==> src/rtl/mux4_arb_pkg.sv <==
// ---------------------------------------------------------------------------
// mux4_arb_pkg
// Shared types and helpers for the 4-requester round-robin mux arbiter.
//   NUM_REQ  : number of requesters sharing the mux
//   IDX_W    : width of an owner index (mux select width)
//   state_t  : arbiter state (IDLE / GRANT)
//   onehot4  : owner index -> one-hot grant vector
// ---------------------------------------------------------------------------
package mux4_arb_pkg;

  localparam int NUM_REQ = 4;
  localparam int IDX_W   = 2;

  typedef enum logic {
    IDLE  = 1'b0,
    GRANT = 1'b1
  } state_t;

  function automatic logic [NUM_REQ-1:0] onehot4(input logic [IDX_W-1:0] idx);
    logic [NUM_REQ-1:0] v;
    v      = '0;
    v[idx] = 1'b1;
    return v;
  endfunction

endpackage

==> src/rtl/rr_pick_4.sv <==
// ---------------------------------------------------------------------------
// rr_pick_4
// Combinational round-robin picker. Searches req starting at ptr+1 and
// wrapping, so the requester at ptr is considered last.
//   req   [3:0] in  : request vector
//   ptr   [1:0] in  : last owner (lowest priority)
//   idx   [1:0] out : winning requester index (0 when nothing found)
//   found       out : at least one request is set
// ---------------------------------------------------------------------------
module rr_pick_4
  import mux4_arb_pkg::*;
(
  input  logic [NUM_REQ-1:0] req,
  input  logic [IDX_W-1:0]   ptr,
  output logic [IDX_W-1:0]   idx,
  output logic               found
);

  always_comb begin
    // NOTE: every output of a combinational block gets a default first so no
    // path leaves it unassigned and a latch cannot be inferred.
    found = 1'b0;
    idx   = '0;
    for (int k = 1; k <= NUM_REQ; k++) begin
      // 2-bit addition wraps naturally, giving (ptr + k) mod 4.
      logic [IDX_W-1:0] cand;
      cand = ptr + IDX_W'(k);
      if (!found && req[cand]) begin
        found = 1'b1;
        idx   = cand;
      end
    end
  end

endmodule

==> src/rtl/mux4_rr_arbiter.sv <==
// ---------------------------------------------------------------------------
// mux4_rr_arbiter
// Round-robin arbiter that shares one 4:1 bit mux among four requesters.
// Ownership lasts for a burst, ending on last_i, on the owner dropping its
// request, or when the hold counter reaches HOLD_MAX (0 disables the limit).
// All outputs come straight from registers.
//   clk_i      in      : clock
//   rst_i      in      : synchronous active-high reset
//   req_i[3:0] in      : request per requester
//   last_i     in      : owner's final beat (ignored while idle)
//   grant_o    out [4] : one-hot grant, 0000 when idle
//   sel0_o     out     : owner index LSB (mux select within a pair)
//   sel1_o     out     : owner index MSB (mux select between pairs)
//   valid_o    out     : a grant is active
//   timeout_o  out     : one-cycle pulse after a HOLD_MAX force-release
// ---------------------------------------------------------------------------
module mux4_rr_arbiter
  import mux4_arb_pkg::*;
#(
  parameter int HOLD_MAX = 8
) (
  input  logic               clk_i,
  input  logic               rst_i,
  input  logic [NUM_REQ-1:0] req_i,
  input  logic               last_i,
  output logic [NUM_REQ-1:0] grant_o,
  output logic               sel0_o,
  output logic               sel1_o,
  output logic               valid_o,
  output logic               timeout_o
);

  localparam bit LIMIT_EN = (HOLD_MAX != 0);
  localparam int CNT_W    = (HOLD_MAX == 0) ? 1 : $clog2(HOLD_MAX + 1);

  // With the limit disabled the counter is held at a constant and folds away.
  localparam logic [CNT_W-1:0] CNT_ONE = LIMIT_EN ? CNT_W'(1) : '0;
  localparam logic [CNT_W-1:0] CNT_MAX = CNT_W'(HOLD_MAX);

  state_t           r_state;
  logic [IDX_W-1:0] r_idx;
  logic [IDX_W-1:0] r_ptr;
  logic [CNT_W-1:0] r_cnt;
  logic             r_timeout;

  state_t           w_state_n;
  logic [IDX_W-1:0] w_idx_n;
  logic [IDX_W-1:0] w_ptr_n;
  logic [CNT_W-1:0] w_cnt_n;
  logic             w_timeout_n;

  logic [IDX_W-1:0] w_pick;
  logic             w_found;
  logic             w_limit;
  logic             w_rel;

  // The picker searches from the current pointer in both states: in IDLE the
  // pointer is the previous owner, in GRANT it is the current owner, so the
  // releasing owner is always considered last.
  rr_pick_4 u_pick (
    .req   (req_i),
    .ptr   (r_ptr),
    .idx   (w_pick),
    .found (w_found)
  );

  assign w_limit = LIMIT_EN && (r_cnt == CNT_MAX);
  assign w_rel   = last_i | ~req_i[r_idx] | w_limit;

  // State register
  always_ff @(posedge clk_i) begin
    // NOTE: sequential state uses non-blocking assignments so every register
    // samples the pre-edge values regardless of statement order.
    if (rst_i) begin
      r_state   <= IDLE;
      r_idx     <= '0;
      r_ptr     <= IDX_W'(NUM_REQ - 1);
      r_cnt     <= '0;
      r_timeout <= 1'b0;
    end else begin
      r_state   <= w_state_n;
      r_idx     <= w_idx_n;
      r_ptr     <= w_ptr_n;
      r_cnt     <= w_cnt_n;
      r_timeout <= w_timeout_n;
    end
  end

  // Next-state logic
  always_comb begin
    w_state_n   = r_state;
    w_idx_n     = r_idx;
    w_ptr_n     = r_ptr;
    w_cnt_n     = r_cnt;
    w_timeout_n = 1'b0;
    unique case (r_state)
      IDLE: begin
        if (w_found) begin
          w_state_n = GRANT;
          w_idx_n   = w_pick;
          w_ptr_n   = w_pick;
          w_cnt_n   = CNT_ONE;
        end
      end
      GRANT: begin
        if (w_rel) begin
          // Only a pure counter release (owner still busy, no last beat)
          // is reported as a timeout.
          w_timeout_n = w_limit & ~last_i & req_i[r_idx];
          if (w_found) begin
            w_idx_n = w_pick;
            w_ptr_n = w_pick;
            w_cnt_n = CNT_ONE;
          end else begin
            // Select lines keep the last owner while idle.
            w_state_n = IDLE;
            w_cnt_n   = '0;
          end
        end else if (LIMIT_EN && (r_cnt != CNT_MAX)) begin
          w_cnt_n = r_cnt + CNT_W'(1);
        end
      end
      default: w_state_n = IDLE;
    endcase
  end

  // Output logic, decoded from registers only
  always_comb begin
    valid_o   = (r_state == GRANT);
    grant_o   = valid_o ? onehot4(r_idx) : '0;
    sel0_o    = r_idx[0];
    sel1_o    = r_idx[1];
    timeout_o = LIMIT_EN ? r_timeout : 1'b0;
  end

endmodule

==> config.mk <==
export PLATFORM = sky130hd
export DESIGN_NAME = mux4_rr_arbiter
export DESIGN_NICKNAME = d
export VERILOG_FILES = /design/src/rtl/mux4_arb_pkg.sv /design/src/rtl/rr_pick_4.sv /design/src/rtl/mux4_rr_arbiter.sv
export SDC_FILE = /design/constraint.sdc
export NUM_CORES = 1
export LEC_CHECK = 0
export CORE_AREA = 4 4 41 43
export CTS_CLUSTER_SIZE = 25
export DETAILED_ROUTE_END_ITERATION = 6
export DIE_AREA = 0 0 45 47
export PLACE_DENSITY = 0.71
export SLEW_MARGIN = 25
export SYNTH_ARGS = -nofsm -noshare
export SYNTH_HDL_FRONTEND = slang
export SYNTH_SLANG_ARGS = --single-unit
==> constraint.sdc <==
create_clock -name clk_i -period 1.5 [get_ports clk_i]
set_input_delay 0.225 -clock clk_i [delete_from_list [all_inputs] [get_ports clk_i]]
set_output_delay 0.225 -clock clk_i [all_outputs]
set_load 0.03 [all_outputs]
==> After elaboration in Yosys (flattened, before gate mapping) <==
Cells that the tools add are included.
{ "word_totals": {"word_cells": 72, "out_inout_bits": 8, "register_bits": 10} }
{ "op_classes": {"add_sub_neg": 4, "eq_ne": 5, "mux": 35, "order_cmp": 6, "n_reduce_logical": 9, "bitwise_logic": 8} }
{ "ops": {"columns": ["cell", "n"], "rows": [
  ["$mux W2", 8],
  ["$mux W4", 4],
  ["$lt A2 B3 Y1 const B", 5],
  ["$mux W1", 13],
  ["$bmux W1 S2", 5],
  ["$pmux W2 S2", 2],
  ["$pmux W4 S2", 1],
  ["$add A2 B2 Y2 const B", 2],
  ["$add A4 B1 Y4 const B", 1],
  ["$eq A4 B4 Y1 const B", 1],
  ["$logic_and A1 B1 Y1", 4],
  ["$ne A2 B1 Y1 const B", 2],
  ["$ne A4 B4 Y1 const B", 1],
  ["$not A1 Y1", 4],
  ["$logic_not A1 Y1", 3],
  ["$ne A3 B1 Y1 const B", 1],
  ["$reduce_or A3 Y1", 1],
  ["$add A2 B1 Y2 const B", 1],
  ["$and A1 B1 Y1", 2],
  ["$demux W1 S2", 1],
  ["$ge A2 B1 Y1 const B", 1],
  ["$or A1 B1 Y1", 2],
  ["$pmux W1 S2", 1],
  ["$reduce_and A2 Y1", 1]
]} }

==> Longest topological paths before layout <==
{ "logic_depth": {"depth_word": 16, "depth_mapped": 6, "mapped_depth_nobuf": 6} }

==> By module <==
A second synthesis with hierarchy kept.
{ "unflattened": {"cells_unflattened": 75, "area_unflattened_um2": 620.6} }
{ "modules_own_cells": {"columns": ["module", "instances", "seq_area_each_um2", "area_per_inst_um2", "cells_per_inst"], "rows": [
  ["mux4_rr_arbiter", 1, 200.2, 529.3, 61],
  ["rr_pick_4", 1, 0.0, 91.3, 14]
]} }

==> Worst setup path after synthesis <==
OpenSTA, ideal clock, no wires.
{ "synth_path": {"path_kind": "reg-to-reg", "start": "register r_state (netlist: valid_o)", "end": "register r_cnt[3]", "arrival_ps": 1544, "slack_ps": -118, "period_less_slack_ps": 1618, "path_stages_with_launch": 5, "path_cell_list": "dfxtp_1 nand2b_1 o32a_4 or3_1 a31oi_1"} }
{ "synth_via": {"elab_chain_cells": 3} }
{ "synth_rtl": {"columns": ["item", "line", "source"], "rows": [
  ["start, declared", "mux4_rr_arbiter.sv:40", "state_t r_state;"],
  ["start signal, assigned", "mux4_rr_arbiter.sv:81", "r_state <= w_state_n;"],
  ["$not A1 Y1 (no line)", null, null],
  ["$ne A2 B1 Y1 (no line)", null, null],
  ["$reduce_and A2 Y1 (no line)", null, null],
  ["end signal, assigned", "mux4_rr_arbiter.sv:84", "r_cnt <= w_cnt_n;"],
  ["end, declared", "mux4_rr_arbiter.sv:43", "logic [CNT_W-1:0] r_cnt;"]
]} }
Parallel ways exist; a longest one is shown, timed or not.
A chain may end at the register's enable or synchronous reset.

==> Final worst setup path <==
{ "layout_path": {"start": "register r_idx[0]", "end": "register r_cnt[2]"} }
{ "layout_via": {"elab_chain_cells": 7} }
{ "layout_rtl": {"columns": ["item", "line", "source"], "rows": [
  ["start, declared", "mux4_rr_arbiter.sv:41", "logic [IDX_W-1:0] r_idx;"],
  ["start signal, assigned", "mux4_rr_arbiter.sv:82", "r_idx <= w_idx_n;"],
  ["$bmux W1 S2 (*)", "mux4_rr_arbiter.sv:68", "assign w_rel = last_i | ~req_i[r_idx] | w_limit;"],
  ["$mux W1 (implied by the code) (*)", "mux4_rr_arbiter.sv:68", null],
  ["$not A1 Y1 (*)", "mux4_rr_arbiter.sv:68", null],
  ["$or A1 B1 Y1 (*) (2 in series)", "mux4_rr_arbiter.sv:68", null],
  ["$mux W4 / $ne A3 B1 Y1 (equally long branches)", null, null],
  ["$pmux W4 S2 / $reduce_and A2 Y1 (equally long branches)", null, null]
]} }
Every way passes the cells marked *; elsewhere a longest branch is shown, timed or not. The select of a mux whose other input is x is not followed.

==> run summary <==
Vias in the first global route - 543
Average cell area after synthesis - 8.74 um2
Slew margin rel. - 0.763
Initial DRC count - 3
Gate count of the mapped netlist - 64
Reg clk slew, reported paths - 60 ps
Worst Setup Start Kind - flip-flop
Chip Height - 47 um
Max VDD drop - 0.579 mV
Fin. Hold Viols - 0
Total Routing Usage GR - 0.151
Synthesized area - 559 um2
TritonCTS clock tree - built
Yosys warning total - 0
Via Count - 574
Slowest stage delay, CP - 390 ps
Routed vias/inst - 5.52
Area of placed instances - 781 um2
Tot Pwr - 689 uW
Routed len/inst - 14.2 um
Port Buffers - 14
Drt pass-1 iters - 4
Max clock buf depth - 2
ANT nets after route - 0
Placeable Area - 1300 um2
CP endpoint kind - flip-flop
Crit path launch - r_idx[0]
Worst r2r path cells - 5
Area share of the largest cell type after synthesis - 0.358
Inserted Diodes - 0
Max Slew Vio Count - 0
Pwr/cell area - 827 nW/um2
Num rows - 13
Worst-Margin Slew - 355 ps
Total CTS buffers - 3
Initial antenna violation count - 0
Worst Path Required - 1700 ps
Worst Hold Class - flip-flop to flip-flop
Synth cell types - 29
#FFs+latches synth - 10
Minimum clock period - 1470 ps
Num Clock Sinks - 10
Max-Cap Viols - 0
Layout cells sized above 1 - 0.303
H-tree levels - 1
Endpoints failing setup - 0
First-pass GRT wire length - 2270 um
Die Wd - 45 um
Leading cell type in the layout, fill and taps excluded - buf_4
Worst R2R End - r_cnt[2]
Register area share after synthesis - 0.358
Reg2Reg Setup Slack - 30 ps
# DRC - 0
Critical path peak fanout - 7
RD Place Congestion - 0.698
Clock Tree Root - clkbuf_4
WHS Path Cells - 2
Synth area leaders - dfxtp_1 36%, a21oi_1 4.5%, ha_1 4.5%, nand3b_1 4.0%, o32a_4 4.0%
Grt ovf - 0
I/O pin cnt - 15
Fin util - 0.640
Crit path to - r_cnt[2]
Max Clock Skew - 6.27 ps
Maximum clock frequency - 682 MHz
RSZ-0062 raised after global routing - true
DRT Wirelength - 1470 um
CP Data Arrival Time - 1660 ps
Largest area contributor in the netlist - dfxtp_1
Leakage Power - 0.357 nW
Final-stage net count - 100
Final period util - 0.978
Die area - 2120 um2
Area growth, synth to finish - 49.0%
Final instance area - 833 um2
Setup repair bufs after CTS - 0
Slowest-stage cell, CP - o32a_4
Run status - completed
Initial Util - 0.430
Setup TNS Final - 0 ps
Critical path, cell by cell - nand2b_4 -> o32a_4 -> nor2b_4 -> nand4b_1 -> a21oi_2
Hold_buf cts - 0
Clk_lat worst skew - 270 ps
Largest net degree at the start of global routing - 11
Setup CP Type - flip-flop to flip-flop
Worst reg2reg startpoint - r_idx[0]
DPL Wire Length - 1040 um
Most frequent cells in the layout - 11 x buf_4, 7 x dfxtp_1, 5 x inv_1, 5 x clkdlybuf4s50_1
Post-Synthesis Net Count - 73
cell families (layout without fill, tap and decap cells):
family | count (synthesis) | after routing | synth area share
multiplexers | 2 | 2 | 0.0358
AO/OA/AOI/OAI | 19 | 19 | 0.251
AND/OR/NAND/NOR | 25 | 25 | 0.271
flip-flops | 10 | 10 | 0.358
buffers and inverters | 6 | 31 | 0.0403
adder cells (fa/ha/maj) | 2 | 2 | 0.0447
worst min path at each step:
stage,from,endpoint,slack (ps)
finish,r_cnt[3],r_cnt[3],520
global route,r_cnt[2],r_cnt[2],540
CTS,r_cnt[2],r_cnt[2],490
detailed placement,r_cnt[2],r_cnt[2],480
global placement,r_cnt[2],r_cnt[2],470
floorplan,req_i[0],valid_o,370
sequential cells by signal, indices dropped and copies added, names as in the netlist:
register,count
timeout_o,1
r_cnt,4
r_ptr,2
valid_o,1
r_idx,2
through the flow:
stage	worst slack (ps)	hold WS [ps]	std cells
5_1_grt	-53.7	536	104
2_1_floorplan	27.3	371	64
3_5_place_dp	-269	483	101
6_report	33.4	520	104
3_3_place_gp	-237	467	101
4_1_cts	3.40	492	104
worst max-delay path: cells and delay by family (launching register included):
kind,cells,cell delay (ps)
and+or+nand+nor,3,530
AOI/OAI and AO/OA,2,520
DFF,1,350
cell type report:
cell class | instances | area, um2
Tap cell | 15 | 18.8
Inverter | 5 | 18.8
Clock buffer | 3 | 22.5
Multi-Input combinational cell | 48 | 365
Sequential cell | 10 | 209
Fill cell | 122 | 468
Timing Repair Buffer | 23 | 199
synth_stat cells:
| cell | number |
|---|---|
| o22ai_1 | 2 |
| a31oi_1 | 1 |
| nor2_1 | 5 |
| o32a_4 | 1 |
| nand3_1 | 3 |
| o21bai_1 | 1 |
| or4_4 | 1 |
| o21ai_0 | 3 |
| or3_1 | 1 |
| o221ai_1 | 1 |
| nor2b_4 | 1 |
| o32a_1 | 1 |
| nor4_1 | 1 |
| inv_1 | 5 |
| a21oi_1 | 5 |
| nor3_1 | 2 |
| nand4b_1 | 1 |
| ha_1 | 2 |
| a211oi_1 | 1 |
| nand3b_1 | 3 |
| nand2_1 | 2 |
| a311oi_1 | 1 |
| a22oi_1 | 1 |
| nand2b_1 | 3 |
| mux2i_1 | 2 |
| and3_1 | 2 |
| dfxtp_1 | 10 |
| o22a_1 | 1 |
| buf_1 | 1 |
where the power goes:
part	internal, mW	switching [mW]
registers	0.285	0.0275
clock network	0.0927	0.0906
logic	0.0911	0.102
total	0.469	0.220
metal layers:
layer	up-vias	GRT usage	wire, um
li1	295	-	-
met5	-	0	0
met1	267	0.183	679
met2	10	0.243	719
met3	2	0.0690	67
met4	0	0.0351	6
what timing repair did:
| action | in CTS | in global routing |
|---|---|---|
| setup endpoints to repair | 5 | 9 |
| pin swaps | 0 | 4 |
| gates resized for setup | 5 | 14 |
Note: power is estimated with default switching activity, not from simulation.
